**src/rtl/pwm_pkg.sv**
```systemverilog
// Shared definitions for the pwm generator / capture blocks.
//   - capState_t : capture FSM state encoding (IDLE, MEASURE)
//   - *_DEF      : default widths, synchroniser depth and burst timeout
//   - PWM_*      : reference period / high-time used by pwm benches
package pwm_pkg;

  typedef enum logic {
    IDLE    = 1'b0,
    MEASURE = 1'b1
  } capState_t;

  localparam int CNT_W_DEF       = 16;
  localparam int BCNT_W_DEF      = 8;
  localparam int SYNC_STAGES_DEF = 2;
  localparam int TIMEOUT_DEF     = 4096;

  localparam int PWM_PERIOD_DEF  = 500;
  localparam int PWM_HIGH_DEF    = 450;

endpackage

```
**src/rtl/pwm_capture_if.sv**
```systemverilog
// Measurement bundle between a PWM source / result consumer and pwm_capture.
//   pwmIn      : waveform under measurement
//   measPeriod : cycles between the last two rises
//   measHigh   : high cycles within that period
//   measValid  : one-cycle strobe, measPeriod/measHigh updated
//   burstLen   : rises counted in the burst just ended
//   burstDone  : one-cycle strobe, burstLen updated
//   busy       : capture is inside a burst
// master = side that drives pwmIn and consumes results, slave = pwm_capture.
interface pwm_capture_if #(
  parameter int CNT_W  = 16,
  parameter int BCNT_W = 8
) ();

  logic              pwmIn;
  logic [CNT_W-1:0]  measPeriod;
  logic [CNT_W-1:0]  measHigh;
  logic              measValid;
  logic [BCNT_W-1:0] burstLen;
  logic              burstDone;
  logic              busy;

  modport master (
    output pwmIn,
    input  measPeriod, measHigh, measValid, burstLen, burstDone, busy
  );

  modport slave (
    input  pwmIn,
    output measPeriod, measHigh, measValid, burstLen, burstDone, busy
  );

endinterface

```
**src/rtl/pwm_sync_edge.sv**
```systemverilog
// Synchroniser plus edge detector for a single-bit input.
//   clk, rst : clock and synchronous active-high reset
//   asyncIn  : raw input
//   sync     : input after SYNC_STAGES flops
//   rise     : sync went 0 -> 1 this cycle
//   fall     : sync went 1 -> 0 this cycle
// rise and fall share the same SYNC_STAGES latency, so intervals measured
// between them are not biased by the synchroniser.
module pwm_sync_edge #(
  parameter int SYNC_STAGES = 2
) (
  input  logic clk,
  input  logic rst,
  input  logic asyncIn,
  output logic sync,
  output logic rise,
  output logic fall
);

  logic [SYNC_STAGES-1:0] syncReg;
  logic                   hist;

  // NOTE: registers use non-blocking assignments so every flop samples the
  // pre-edge value of its neighbour; blocking here would collapse the chain.
  always_ff @(posedge clk) begin
    if (rst) begin
      syncReg <= '0;
      hist    <= 1'b0;
    end else begin
      syncReg[0] <= asyncIn;
      for (int i = 1; i < SYNC_STAGES; i++) begin
        syncReg[i] <= syncReg[i-1];
      end
      hist <= syncReg[SYNC_STAGES-1];
    end
  end

  assign sync = syncReg[SYNC_STAGES-1];
  assign rise = sync & ~hist;
  assign fall = ~sync & hist;

endmodule

```
**src/rtl/pwm_capture.sv**
```systemverilog
// PWM period / high-time / burst-length measurement.
//   clk, rst : clock and synchronous active-high reset
//   cap      : pwm_capture_if slave (pwmIn in; measPeriod, measHigh,
//              measValid, burstLen, burstDone, busy out)
// A burst starts on a rise seen in IDLE and ends once TIMEOUT cycles pass
// without a further rise. Every rise inside a burst reports the period and
// high time of the pulse that just completed. Results hold between strobes.
module pwm_capture
  import pwm_pkg::*;
#(
  parameter int CNT_W       = CNT_W_DEF,
  parameter int BCNT_W      = BCNT_W_DEF,
  parameter int SYNC_STAGES = SYNC_STAGES_DEF,
  parameter int TIMEOUT     = TIMEOUT_DEF
) (
  input logic         clk,
  input logic         rst,
  pwm_capture_if.slave cap
);

  localparam logic [CNT_W-1:0]  CNT_MAX   = '1;
  localparam logic [BCNT_W-1:0] BCNT_MAX  = '1;
  localparam logic [CNT_W-1:0]  IDLE_LAST = CNT_W'(TIMEOUT - 1);

  logic sync, rise, fall;

  pwm_sync_edge #(
    .SYNC_STAGES(SYNC_STAGES)
  ) u_sync_edge (
    .clk    (clk),
    .rst    (rst),
    .asyncIn(cap.pwmIn),
    .sync   (sync),
    .rise   (rise),
    .fall   (fall)
  );

  capState_t         state;
  logic [CNT_W-1:0]  perCnt;
  logic [CNT_W-1:0]  hiCnt;
  logic [CNT_W-1:0]  hiLatch;
  logic [CNT_W-1:0]  idleCnt;
  logic [BCNT_W-1:0] burstCnt;
  logic              fallSeen;

  logic [CNT_W-1:0]  measPeriodQ;
  logic [CNT_W-1:0]  measHighQ;
  logic              measValidQ;
  logic [BCNT_W-1:0] burstLenQ;
  logic              burstDoneQ;
  logic              busyQ;

  always_ff @(posedge clk) begin
    if (rst) begin
      state       <= IDLE;
      perCnt      <= '0;
      hiCnt       <= '0;
      hiLatch     <= '0;
      idleCnt     <= '0;
      burstCnt    <= '0;
      fallSeen    <= 1'b0;
      measPeriodQ <= '0;
      measHighQ   <= '0;
      measValidQ  <= 1'b0;
      burstLenQ   <= '0;
      burstDoneQ  <= 1'b0;
      busyQ       <= 1'b0;
    end else begin
      measValidQ <= 1'b0;
      burstDoneQ <= 1'b0;

      // The rise cycle is itself the first cycle of both period and high time.
      if (rise) begin
        perCnt   <= CNT_W'(1);
        hiCnt    <= CNT_W'(1);
        fallSeen <= 1'b0;
      end else begin
        if (perCnt != CNT_MAX)         perCnt <= perCnt + 1'b1;
        if (sync && hiCnt != CNT_MAX)  hiCnt  <= hiCnt + 1'b1;
      end

      if (fall) begin
        hiLatch  <= hiCnt;
        fallSeen <= 1'b1;
      end

      case (state)
        IDLE: begin
          if (rise) begin
            state    <= MEASURE;
            busyQ    <= 1'b1;
            burstCnt <= BCNT_W'(1);
            idleCnt  <= '0;
          end
        end

        MEASURE: begin
          // A rise on the timeout cycle takes priority and extends the burst.
          if (rise) begin
            measPeriodQ <= perCnt;
            measHighQ   <= fallSeen ? hiLatch : perCnt;
            measValidQ  <= 1'b1;
            if (burstCnt != BCNT_MAX) burstCnt <= burstCnt + 1'b1;
            idleCnt     <= '0;
          end else if (idleCnt == IDLE_LAST) begin
            burstLenQ  <= burstCnt;
            burstDoneQ <= 1'b1;
            state      <= IDLE;
            busyQ      <= 1'b0;
          end else begin
            idleCnt <= idleCnt + 1'b1;
          end
        end

        default: state <= IDLE;
      endcase
    end
  end

  assign cap.measPeriod = measPeriodQ;
  assign cap.measHigh   = measHighQ;
  assign cap.measValid  = measValidQ;
  assign cap.burstLen   = burstLenQ;
  assign cap.burstDone  = burstDoneQ;
  assign cap.busy       = busyQ;

endmodule

```
**src/flat_wrapper.sv**
```systemverilog
// flat-port wrapper written by rule: the top's interface ports become plain ports
module pwm_capture_flat import pwm_pkg::*;
#(
  parameter int CNT_W       = CNT_W_DEF,
  parameter int BCNT_W      = BCNT_W_DEF,
  parameter int SYNC_STAGES = SYNC_STAGES_DEF,
  parameter int TIMEOUT     = TIMEOUT_DEF
)
  (clk, rst, cap_pwmIn, cap_measPeriod, cap_measHigh, cap_measValid, cap_burstLen, cap_burstDone, cap_busy);
  pwm_capture_if #(.CNT_W(CNT_W), .BCNT_W(BCNT_W)) cap_i ();
  input logic clk;
  input logic rst;
  input wire logic [$bits(cap_i.pwmIn)-1:0] cap_pwmIn;
  output wire logic [$bits(cap_i.measPeriod)-1:0] cap_measPeriod;
  output wire logic [$bits(cap_i.measHigh)-1:0] cap_measHigh;
  output wire logic [$bits(cap_i.measValid)-1:0] cap_measValid;
  output wire logic [$bits(cap_i.burstLen)-1:0] cap_burstLen;
  output wire logic [$bits(cap_i.burstDone)-1:0] cap_burstDone;
  output wire logic [$bits(cap_i.busy)-1:0] cap_busy;
  assign cap_i.pwmIn = cap_pwmIn;
  assign cap_measPeriod = cap_i.measPeriod;
  assign cap_measHigh = cap_i.measHigh;
  assign cap_measValid = cap_i.measValid;
  assign cap_burstLen = cap_i.burstLen;
  assign cap_burstDone = cap_i.burstDone;
  assign cap_busy = cap_i.busy;
  pwm_capture #(.CNT_W(CNT_W), .BCNT_W(BCNT_W), .SYNC_STAGES(SYNC_STAGES), .TIMEOUT(TIMEOUT)) u_core (.clk(clk), .rst(rst), .cap(cap_i));
endmodule
```
**config.mk**
```make
export PLATFORM = sky130hd
export DESIGN_NAME = pwm_capture_flat
export DESIGN_NICKNAME = d
export VERILOG_FILES = /design/src/rtl/pwm_pkg.sv /design/src/rtl/pwm_capture_if.sv /design/src/rtl/pwm_sync_edge.sv /design/src/rtl/pwm_capture.sv /design/src/flat_wrapper.sv
export SDC_FILE = /design/constraint.sdc
export NUM_CORES = 1
export LEC_CHECK = 0
export CORE_MARGIN = 1.5
export CORE_UTILIZATION = 40
export DETAILED_ROUTE_END_ITERATION = 7
export HOLD_SLACK_MARGIN = 0.02
export PLACE_DENSITY_LB_ADDON = 0.15
export RECOVER_POWER = 100
export SKIP_CTS_REPAIR_TIMING = 1
export SLEW_MARGIN = 30
export SYNTH_ARGS = -nofsm -noshare
export SYNTH_HDL_FRONTEND = slang
export SYNTH_SLANG_ARGS = --single-unit
```
**constraint.sdc**
```tcl
create_clock -name clk -period 1.9 [get_ports clk]
set_input_delay 0.38 -clock clk [delete_from_list [all_inputs] [get_ports clk]]
set_output_delay 0.38 -clock clk [all_outputs]
set_load 0.01 [all_outputs]
```
==> impl_metrics.env, run 1 <==
export IMPL_power_mw=6.23
export IMPL_clk_latency_ns=0.41
export IMPL_crit_path_max_fanout=2
export IMPL_grt_max_degree=50
export IMPL_yosysUniqueCellTypes=51
export IMPL_n_antenna_cell=0
export IMPL_slowest_stage="dlygate4sd3_1"
export IMPL_seq_area_frac_synth=0.454
export IMPL_async_reset_ff_frac=0
export IMPL_crit_cells=1
export IMPL_gp_congestion=0.869
export IMPL_ys_ff_latch=120
export IMPL_syn_nets=617
export IMPL_grt_usage=0.197
export IMPL_p_per_area_nw_per_um2=930
export IMPL_finalMaxSlewViolations=0
export IMPL_cts_buffer_depth=2
export IMPL_max_vdd_ir_drop_mv=0.551
export IMPL_final_layout_size_suffix_gt1_frac=0.106
export IMPL_crit_path_max_incr_delay_ns=0.62
export IMPL_hold_viol_final=0
export IMPL_multi_input_area_um2=2700
export IMPL_numCtsBuffers=17
export IMPL_fmax_ghz=0.565
export IMPL_crit_chain="dlygate4sd3_1"
export IMPL_grt_setup_unrepaired="no"
export IMPL_viasPerCell=5.60
export IMPL_setup_viol=0
export IMPL_std_cell_rows=41
export IMPL_final_area_um2=6700
export IMPL_drv_cap=0
export IMPL_area_growth_pct=26.6
export IMPL_crit_type="reg2out"
export IMPL_arrival_ns=1.39
export IMPL_cts_sinks=120
export IMPL_drt_first_pass_iters=6
export IMPL_dp_cells=819
export IMPL_start_util=0.415
export IMPL_die_height_um=118
export IMPL_worst_path_buf_inv=1
export IMPL_tritoncts="built"
export IMPL_port_buffers=45
export IMPL_status="finished, final reports clean"
export IMPL_grt_pass1_wl_um=22200
export IMPL_slew_headroom=0.517
export IMPL_pre_cts_slack_ns=0.0971
export IMPL_utilization=0.525
export IMPL_yosys_warnings=0
export IMPL_critical_path_endpoint="cap_measHigh[14]"
export IMPL_grt_pass1_vias=4436
export IMPL_initialDrtViolationCount=410
export IMPL_synthCells=608
export IMPL_coreArea_um2=12800
export IMPL_drc_errors=0
export IMPL_syn_avg_cell_area_um2=8.71
export IMPL_wl_um=13200
export IMPL_hold_class="in2reg"
export IMPL_ys_flop_type="dfxtp_1"
export IMPL_dieArea_um2=13900
export IMPL_htreeDepth=4
export IMPL_io_pin_count=46
export IMPL_period_needed_ns=1.77
export IMPL_antenna_found_initial=0
export IMPL_clock_root_buffer="clkbuf_16"
export IMPL_overflow=0
export IMPL_finalSetupTns_ns=0
export IMPL_hold_slack_ns=0.390
export IMPL_layout_cells_non_filler=850
export IMPL_reg2reg_from="u_core.state"
export IMPL_seq_area_um2=2400
export IMPL_dpl_hpwl_um=9150
export IMPL_dpl_cell_area_um2=6090
export IMPL_start_kind="flip-flop"
export IMPL_die_w_um=118
export IMPL_crit_path_end_kind="output pin"
export IMPL_drt_wirelength_per_cell_um=15.5
export IMPL_reg2reg_depth=5
export IMPL_synth_edff_count=0
export IMPL_fin_nets=675
export IMPL_finalCritPeriodShare=0.932
export IMPL_reg2reg_slack_ns=0.13
export IMPL_clk_pin_slew_ns=0.05
export IMPL_worst_pin_slew_ns=0.724
export IMPL_worstPathRequired_ns=1.52
export IMPL_worstSetupStartpoint="u_core.cap.measHigh[14]"
export IMPL_r2r_end="u_core.idleCnt[0]"
export IMPL_leakage_nw=2.29
export IMPL_nFillCells=1175
export IMPL_finClkSkew_ns=0.00570
export IMPL_crit_family="buffers and inverters"
export IMPL_synth_area_um2=5300
export IMPL_vias=4756
export IMPL_setup_slack_ns=0.130
export IMPL_postRouteAntennaNets=0
==> cells by family (layout without fill, tap and decap cells) <==
| kind of cell | count (synthesis) | count (layout) | share of synthesized area |
|---|---|---|---|
| simple gates | 242 | 242 | 0.240 |
| mux | 39 | 39 | 0.0737 |
| buf+inv | 53 | 123 | 0.0390 |
| flops | 120 | 120 | 0.454 |
| fa+ha+maj | 6 | 6 | 0.0142 |
| compound gates | 146 | 146 | 0.176 |
| xor+xnor | 2 | 2 | 0.00331 |
==> flip-flops by register name, summed over array words and instances (netlist names), 2 cells and up <==
name	count
u_core.hiLatch	16
u_core.burstCnt	8
u_core.idleCnt	16
u_core.u_sync_edge.syncReg	2
u_core.cap.measHigh	16
u_core.hiCnt	16
u_core.perCnt	16
u_core.cap.measPeriod	16
u_core.cap.burstLen	8
==> final cells by class <==
| type | count | share of cell area |
|---|---|---|
| clock inverters | 7 | 0.0205 |
| flip-flops and latches | 120 | 0.358 |
| well taps | 172 | 0.0321 |
| inverters | 12 | 0.00672 |
| clock buffers | 24 | 0.0763 |
| repair buffers | 80 | 0.103 |
| multi-input cells | 435 | 0.403 |
==> synthesized netlist by cell type (4+ instances only) <==
cell type,count,area share
a31oi_1,6,0.0071
o41ai_1,4,0.0066
nor4_1,8,0.0095
nor2b_1,4,0.0047
nand2_1,58,0.041
or4_1,12,0.017
nor2_1,52,0.037
a211oi_1,23,0.033
or3_1,13,0.015
dfxtp_1,120,0.45
nand4_1,20,0.024
nor3_1,10,0.0095
o31ai_1,13,0.018
buf_1,4,0.0028
ha_1,6,0.014
nand3_1,26,0.025
o21ai_0,24,0.023
clkbuf_1,31,0.022
and3_1,12,0.014
mux2i_1,39,0.074
and4_1,7,0.012
a21oi_1,53,0.050
o311ai_0,5,0.0083
inv_1,12,0.0085
==> worst min-delay path by stage <==
| stage | startpoint | end | slack, ns | cells after the start |
|---|---|---|---|---|
| after detailed placement | u_core.cap.measPeriod[13] | u_core.cap.measPeriod[13] | 0.45 | 2 |
| after global placement | u_core.u_sync_edge.syncReg[0] | u_core.u_sync_edge.syncReg[1] | 0.44 | 1 |
| after CTS | rst | u_core.state | 0.25 | 2 |
| after floorplan | u_core.u_sync_edge.syncReg[0] | u_core.u_sync_edge.syncReg[1] | 0.41 | 1 |
| after global routing | rst | u_core.state | 0.43 | 2 |
| final | rst | u_core.state | 0.39 | 2 |
==> where the power goes <==
part	switching [mW]	internal (mW)	total, mW
clock	1.09	2.39	3.48
sequential	0.0283	2.54	2.57
combinational	0.116	0.0671	0.183
==> cell usage in the layout (no fill, tap or decap), types with 3 or more instances in the layout <==
master / count
a31oi_1: 6
or3_1: 12
nor3_1: 10
o31ai_1: 13
clkbuf_1: 8
o21ai_0: 24
ha_1: 5
and3_1: 12
nor2b_1: 4
o311ai_0: 5
and4_1: 7
bufinv_16: 4
a41oi_1: 3
clkbuf_16: 17
nand2b_1: 3
buf_4: 25
inv_1: 12
nand3_1: 25
nor3b_1: 3
dfxtp_1: 120
or4_1: 12
nand2_1: 58
nor2_1: 51
dlygate4sd3_1: 43
nand4_1: 21
clkbuf_2: 3
o211ai_1: 3
nor4_1: 8
o41ai_1: 4
clkbuf_8: 6
a21oi_1: 53
a211oi_1: 23
mux2i_1: 39
==> layer usage <==
layer	track usage	part of all wire	routed length [um]
met1	0.267	0.49	6520
met2	0.307	0.46	6010
met3	0.0514	0.040	529
met4	0.0633	0.011	142
met5	0	0	0
(Power assumes the default switching activity.)
==> run 2, diff against run 1 <==
--- a/config.mk
+++ b/config.mk
@@ -11,8 +11,8 @@
 export HOLD_SLACK_MARGIN = 0.02
 export PLACE_DENSITY_LB_ADDON = 0.15
 export RECOVER_POWER = 100
-export SKIP_CTS_REPAIR_TIMING = 1
 export SLEW_MARGIN = 30
 export SYNTH_ARGS = -nofsm -noshare
 export SYNTH_HDL_FRONTEND = slang
+export SYNTH_HIERARCHICAL = 1
 export SYNTH_SLANG_ARGS = --single-unit
==> run 2 against run 1 <==
Against the previous run: register-to-register slack lost 0.11 ns; critical path type is now reg2reg; die area shrank 1.0%; highest routed layer unchanged; clock skew is essentially flat; first-iteration DRC count shrank 37%.
==> impl_metrics.env, run 2 <==
export IMPL_cts_sinks=120
export IMPL_postRouteAntennaNets=0
export IMPL_seq_area_frac_synth=0.459
export IMPL_viasPerCell=5.48
export IMPL_slew_headroom=0.509
export IMPL_finClkSkew_ns=0.00573
export IMPL_period_needed_ns=1.88
export IMPL_std_cell_rows=41
export IMPL_start_kind="flip-flop"
export IMPL_area_growth_pct=26.4
export IMPL_ys_top_cells_by_area="dfxtp_1 46%, mux2i_1 6.7%, a21oi_1 5.1%, nand2_1 4.5%, nor2_1 3.9%"
export IMPL_slowest_stage="or4_4"
export IMPL_clock_root_buffer="clkbuf_16"
export IMPL_port_buffers=45
export IMPL_ys_ff_latch=120
export IMPL_synth_most_common_cell="dfxtp_1"
export IMPL_htreeDepth=4
export IMPL_crit_type="reg2reg"
export IMPL_leakage_nw=2.14
export IMPL_synth_common_cells="120 x dfxtp_1, 63 x nand2_1, 55 x nor2_1, 53 x a21oi_1, 35 x mux2i_1"
export IMPL_internal_power_mw=4.70
export IMPL_io_pin_count=46
export IMPL_final_cell_mix="120 x dfxtp_1, 63 x nand2_1, 54 x nor2_1"
export IMPL_p_seq_frac=0.431
export IMPL_dpl_cell_area_um2=6000
export IMPL_numCtsBuffers=17
export IMPL_dieArea_um2=13800
export IMPL_p_per_area_nw_per_um2=898
export IMPL_die_height_um=117
export IMPL_grt_usage=0.188
export IMPL_ctsHoldBuffers=0
export IMPL_grt_max_degree=72
export IMPL_cts_buffer_depth=2
export IMPL_wl_um=12500
export IMPL_antenna_found_initial=0
export IMPL_drc_errors=0
export IMPL_cpMostUsedCell="or4_4"
export IMPL_clk_latency_ns=0.41
export IMPL_gp_congestion=0.860
export IMPL_finalMaxSlewViolations=0
export IMPL_drt_wirelength_per_cell_um=14.7
export IMPL_clk_pin_slew_ns=0.05
export IMPL_crit_chain="or4_4 -> or4_4 -> o21ai_0 -> a21oi_1"
export IMPL_yosys_warnings=6
export IMPL_max_vdd_ir_drop_mv=0.659
export IMPL_die_w_um=117
export IMPL_grt_setup_unrepaired="yes"
export IMPL_fmax_ghz=0.531
export IMPL_setup_viol=0
export IMPL_tritoncts="built"
export IMPL_grt_pass1_vias=4368
export IMPL_synth_top_area_frac=0.459
export IMPL_hold_class="in2reg"
export IMPL_worst_pin_slew_ns=0.737
export IMPL_status="finished, final reports clean"
export IMPL_synth_area_um2=5240
export IMPL_crit_path_end_kind="flip-flop"
export IMPL_vias=4651
export IMPL_reg2reg_depth=4
export IMPL_syn_avg_cell_area_um2=8.64
export IMPL_synth_edff_count=0
export IMPL_crit_path_max_incr_delay_ns=0.60
export IMPL_final_layout_size_suffix_gt1_frac=0.123
export IMPL_final_common_cell="dfxtp_1"
export IMPL_sw_frac_of_total=0.210
export IMPL_drt_first_pass_iters=4
export IMPL_overflow=0
export IMPL_initialDrtViolationCount=257
export IMPL_hold_slack_ns=0.190
export IMPL_arrival_ns=2.15
export IMPL_crit_path_max_fanout=6
export IMPL_worstPathRequired_ns=2.16
export IMPL_synthCells=606
export IMPL_combPwrFrac=0.031
export IMPL_fin_nets=671
export IMPL_async_reset_ff_frac=0
export IMPL_p_switching_mw=1.25
export IMPL_syn_nets=613
export IMPL_final_area_um2=6620
export IMPL_grt_pass1_wl_um=21300
export IMPL_coreArea_um2=12700
export IMPL_finalCritPeriodShare=0.991
export IMPL_yosysUniqueCellTypes=52
export IMPL_dpl_hpwl_um=8450
export IMPL_n_antenna_cell=0
export IMPL_min_path_cells=2
export IMPL_start_util=0.412
export IMPL_synth_top_area_cell="dfxtp_1"
export IMPL_clkPwrFrac=0.538
export IMPL_ys_flop_type="dfxtp_1"
export IMPL_hold_viol_final=0
export IMPL_drv_cap=0
-- run 2: area by class of cell --
type                       count  area, um^2
multi-input combinational    439        2670
tap                          172         215
sequential                   120        2400
fill                        1249        6100
clock inverter                 8        92.6
clock buffer                  24         502
timing repair buffer          79         713
inverter                       7        26.3
-- run 2: layer usage --
| metal | up-vias | routed length, um | track usage | part of all wire |
|---|---|---|---|---|
| met1 | 2176 | 6230 | 0.249 | 0.50 |
| met3 | 17 | 463 | 0.0457 | 0.037 |
| met4 | 0 | 211 | 0.0741 | 0.017 |
| met2 | 88 | 5570 | 0.294 | 0.45 |
| met5 | - | 0 | 0 | 0 |
| li1 | 2370 | - | - | - |
-- run 2: worst max-delay path: cells and delay by family, from the launching register on --
| kind | cells | cell delay, ns |
|---|---|---|
| and+or+nand+nor | 2 | 1.18 |
| DFF | 1 | 0.31 |
| AOI/OAI and AO/OA | 2 | 0.25 |
-- run 2: timing repair --
item | 4_1_cts | 5_1_grt
endpoints found under the setup margin | 0 | 8
endpoints found under the hold margin | 0 | 0
setup buffers | 0 | 0
resized for setup | 0 | 6
-- run 2: per-stage QoR --
stage	utilization	setup WS (ns)	std cells	setup TNS, ns	total power, mW
6_report	0.520	0.0174	849	0	5.94
5_1_grt	0.520	-0.0348	849	-0.135	6.15
4_1_cts	0.518	0.00846	848	0	6.00
3_5_place_dp	0.472	0.0171	816	0	2.80
3_3_place_gp	0.472	0.0325	816	0	2.79
2_1_floorplan	-	0.0602	606	0	2.73
-- run 2: logic make-up after synthesis --
group,Yosys count,synth area share
flops,120,0.459
compound gates,148,0.174
buf+inv,48,0.0380
mux,35,0.0669
simple gates,247,0.246
fa+ha+maj,4,0.00955
xor+xnor,4,0.00669
-- run 2: final timing paths --
path | from | end | slack, ns
hold / removal | rst | u_core/u_sync_edge/syncReg[0] | 0.19
setup reg to reg | u_core/idleCnt[12] | u_core/cap.burstLen[7] | 0.02
hold reg to reg | u_core/cap.measPeriod[15] | u_core/cap.measPeriod[15] | 0.45
setup / recovery | u_core/idleCnt[12] | u_core/cap.burstLen[7] | 0.02
-- run 2: power groups by stage --
| stage | clock, mW | combinational [mW] | sequential (mW) |
|---|---|---|---|
| floorplan | 0 | 0.117 | 2.61 |
| global placement | 0 | 0.182 | 2.61 |
| detailed placement | 0 | 0.185 | 2.61 |
| CTS | 3.26 | 0.186 | 2.56 |
| global route | 3.38 | 0.202 | 2.56 |
| finish | 3.20 | 0.185 | 2.56 |
==> run 3, diff against run 2 <==
--- a/config.mk
+++ b/config.mk
@@ -11,6 +11,7 @@
 export HOLD_SLACK_MARGIN = 0.02
 export PLACE_DENSITY_LB_ADDON = 0.15
 export RECOVER_POWER = 100
+export SETUP_SLACK_MARGIN = 0.02
 export SLEW_MARGIN = 30
 export SYNTH_ARGS = -nofsm -noshare
 export SYNTH_HDL_FRONTEND = slang
==> run 3 against run 2 <==
Against the previous run: utilization is essentially flat; combinational power is essentially flat; sequential cell count is the same; cell count is the same; hold slack is essentially flat; non-clock buffer count is the same; power is essentially flat; setup slack gained 0.045 ns; sequential power is essentially flat; largest power group unchanged.
==> impl_metrics.env, run 3 (synthesis gave the netlist of run 2 again) <==
export IMPL_status="finished, final reports clean"
export IMPL_std_cell_rows=41
export IMPL_io_pin_count=46
export IMPL_die_w_um=117
export IMPL_clk_pin_slew_ns=0.05
export IMPL_gp_congestion=0.860
export IMPL_dieArea_um2=13800
export IMPL_hold_slack_ns=0.190
export IMPL_grt_usage=0.191
export IMPL_area_growth_pct=26.3
export IMPL_fmax_ghz=0.544
export IMPL_leakage_nw=2.13
export IMPL_finalCritPeriodShare=0.967
export IMPL_crit_type="reg2reg"
export IMPL_tritoncts="built"
export IMPL_port_buffers=45
export IMPL_drv_cap=0
export IMPL_slew_headroom=0.508
export IMPL_grt_max_degree=72
export IMPL_initialDrtViolationCount=257
export IMPL_fin_nets=671
export IMPL_crit_path_end_kind="flip-flop"
export IMPL_post_cts_buffers=0
export IMPL_n_antenna_cell=0
export IMPL_crit_path_max_incr_delay_ns=0.58
export IMPL_cts_sinks=120
export IMPL_grt_setup_unrepaired="yes"
export IMPL_period_needed_ns=1.84
export IMPL_drc_errors=0
export IMPL_utilization=0.520
export IMPL_reg2reg_depth=4
export IMPL_viasPerCell=5.46
export IMPL_numCtsBuffers=17
export IMPL_setup_slack_ns=0.0626
export IMPL_htreeDepth=4
export IMPL_final_layout_size_suffix_gt1_frac=0.124
export IMPL_worst_pin_slew_ns=0.738
export IMPL_p_per_area_nw_per_um2=898
export IMPL_grt_pass1_wl_um=21500
export IMPL_setup_viol=0
export IMPL_worstPathRequired_ns=2.16
export IMPL_dpl_hpwl_um=8450
export IMPL_postRouteAntennaNets=0
export IMPL_grt_pass1_vias=4387
export IMPL_min_to="u_core/u_sync_edge/syncReg[0]"
export IMPL_r2r_end="u_core/cap.burstLen[6]"
export IMPL_min_from="rst"
export IMPL_min_path_cells=2
export IMPL_crit_chain="or4_4 -> or4_4 -> o21ai_1 -> a21oi_1"
export IMPL_reg2reg_from="u_core/idleCnt[13]"
export IMPL_finClkSkew_ns=0.00562
export IMPL_hold_class="in2reg"
export IMPL_crit_family="simple AND/OR/NAND/NOR gates"
export IMPL_hold_viol_final=0
export IMPL_cpMostUsedCell="or4_4"
export IMPL_finalMaxSlewViolations=0
export IMPL_final_cell_mix="119 x dfxtp_1, 63 x nand2_1, 54 x nor2_1"
export IMPL_start_util=0.412
export IMPL_reg2reg_slack_ns=0.06
export IMPL_final_common_cell="dfxtp_1"
export IMPL_arrival_ns=2.10
export IMPL_start_kind="flip-flop"
export IMPL_max_vdd_ir_drop_mv=0.659
export IMPL_antenna_found_initial=0
export IMPL_vias=4637
export IMPL_drt_first_pass_iters=4
export IMPL_coreArea_um2=12700
export IMPL_worst_path_buf_inv=0
export IMPL_overflow=0
export IMPL_crit_path_max_fanout=6
export IMPL_pre_cts_slack_ns=0.0171
export IMPL_die_height_um=117
export IMPL_cts_buffer_depth=2
export IMPL_clk_latency_ns=0.41
export IMPL_slowest_stage="or4_4"
export IMPL_nFillCells=1250
export IMPL_ctsHoldBuffers=0
export IMPL_clock_root_buffer="clkbuf_16"
export IMPL_wl_um=12500
export IMPL_drt_wirelength_per_cell_um=14.8
==> run 3: area by class of cell <==
class                   count  area (um^2)  share of cell area
clock buffers              24          502              0.0758
repair buffers             79          707               0.107
well taps                 172          215              0.0325
inverters                   7         26.3             0.00397
flip-flops and latches    120         2400               0.363
multi-input cells         439         2670               0.404
clock inverters             8         92.6              0.0140
==> run 3: metal layers <==
metal / vias to the layer above / track usage / wire (um)
li1: 2364 / - / -
met1: 2178 / 0.256 / 6340
met2: 78 / 0.296 / 5600
met3: 17 / 0.0457 / 396
met4: 0 / 0.0741 / 206
met5: - / 0 / 0
==> run 3: report_power, final <==
group	switching (mW)	leakage [nW]	total, mW	internal, mW
sequential	0.0201	0.969	2.56	2.54
clock	1.11	0.296	3.20	2.09
combinational	0.119	0.869	0.186	0.0663
total	1.25	2.13	5.94	4.70
==> run 3: worst max path at each step <==
stage	startpoint	slack, ns	depth (start not counted)	endpoint
final	u_core/idleCnt[13]	0.06	4	u_core/cap.burstLen[6]
after global routing	u_core/idleCnt[13]	-0.003	4	u_core/cap.burstLen[0]
after CTS	u_core/idleCnt[12]	0.01	4	u_core/cap.burstLen[7]
after detailed placement	u_core/idleCnt[12]	0.02	4	u_core/cap.burstLen[7]
after global placement	u_core/idleCnt[12]	0.03	4	u_core/cap.burstLen[7]
after floorplan	u_core/idleCnt[12]	0.06	5	u_core/cap.burstLen[2]
==> run 3: repair_timing <==
action,in CTS,in global routing
endpoints found under the setup margin,2,15
gates cloned,1,0
pin swaps,1,3
gates resized for setup,1,9
endpoints found under the hold margin,0,0
==> run 3: through the flow <==
stage | power, mW | std cells | cell area (um^2) | TNS [ns]
final | 5.94 | 849 | 6620 | 0
after global routing | 6.15 | 849 | 6620 | -0.00424
after CTS | 6.00 | 849 | 6610 | 0
after detailed placement | 2.80 | 816 | 6000 | 0
after global placement | 2.79 | 816 | 6000 | 0
after floorplan | 2.73 | 606 | 5240 | 0
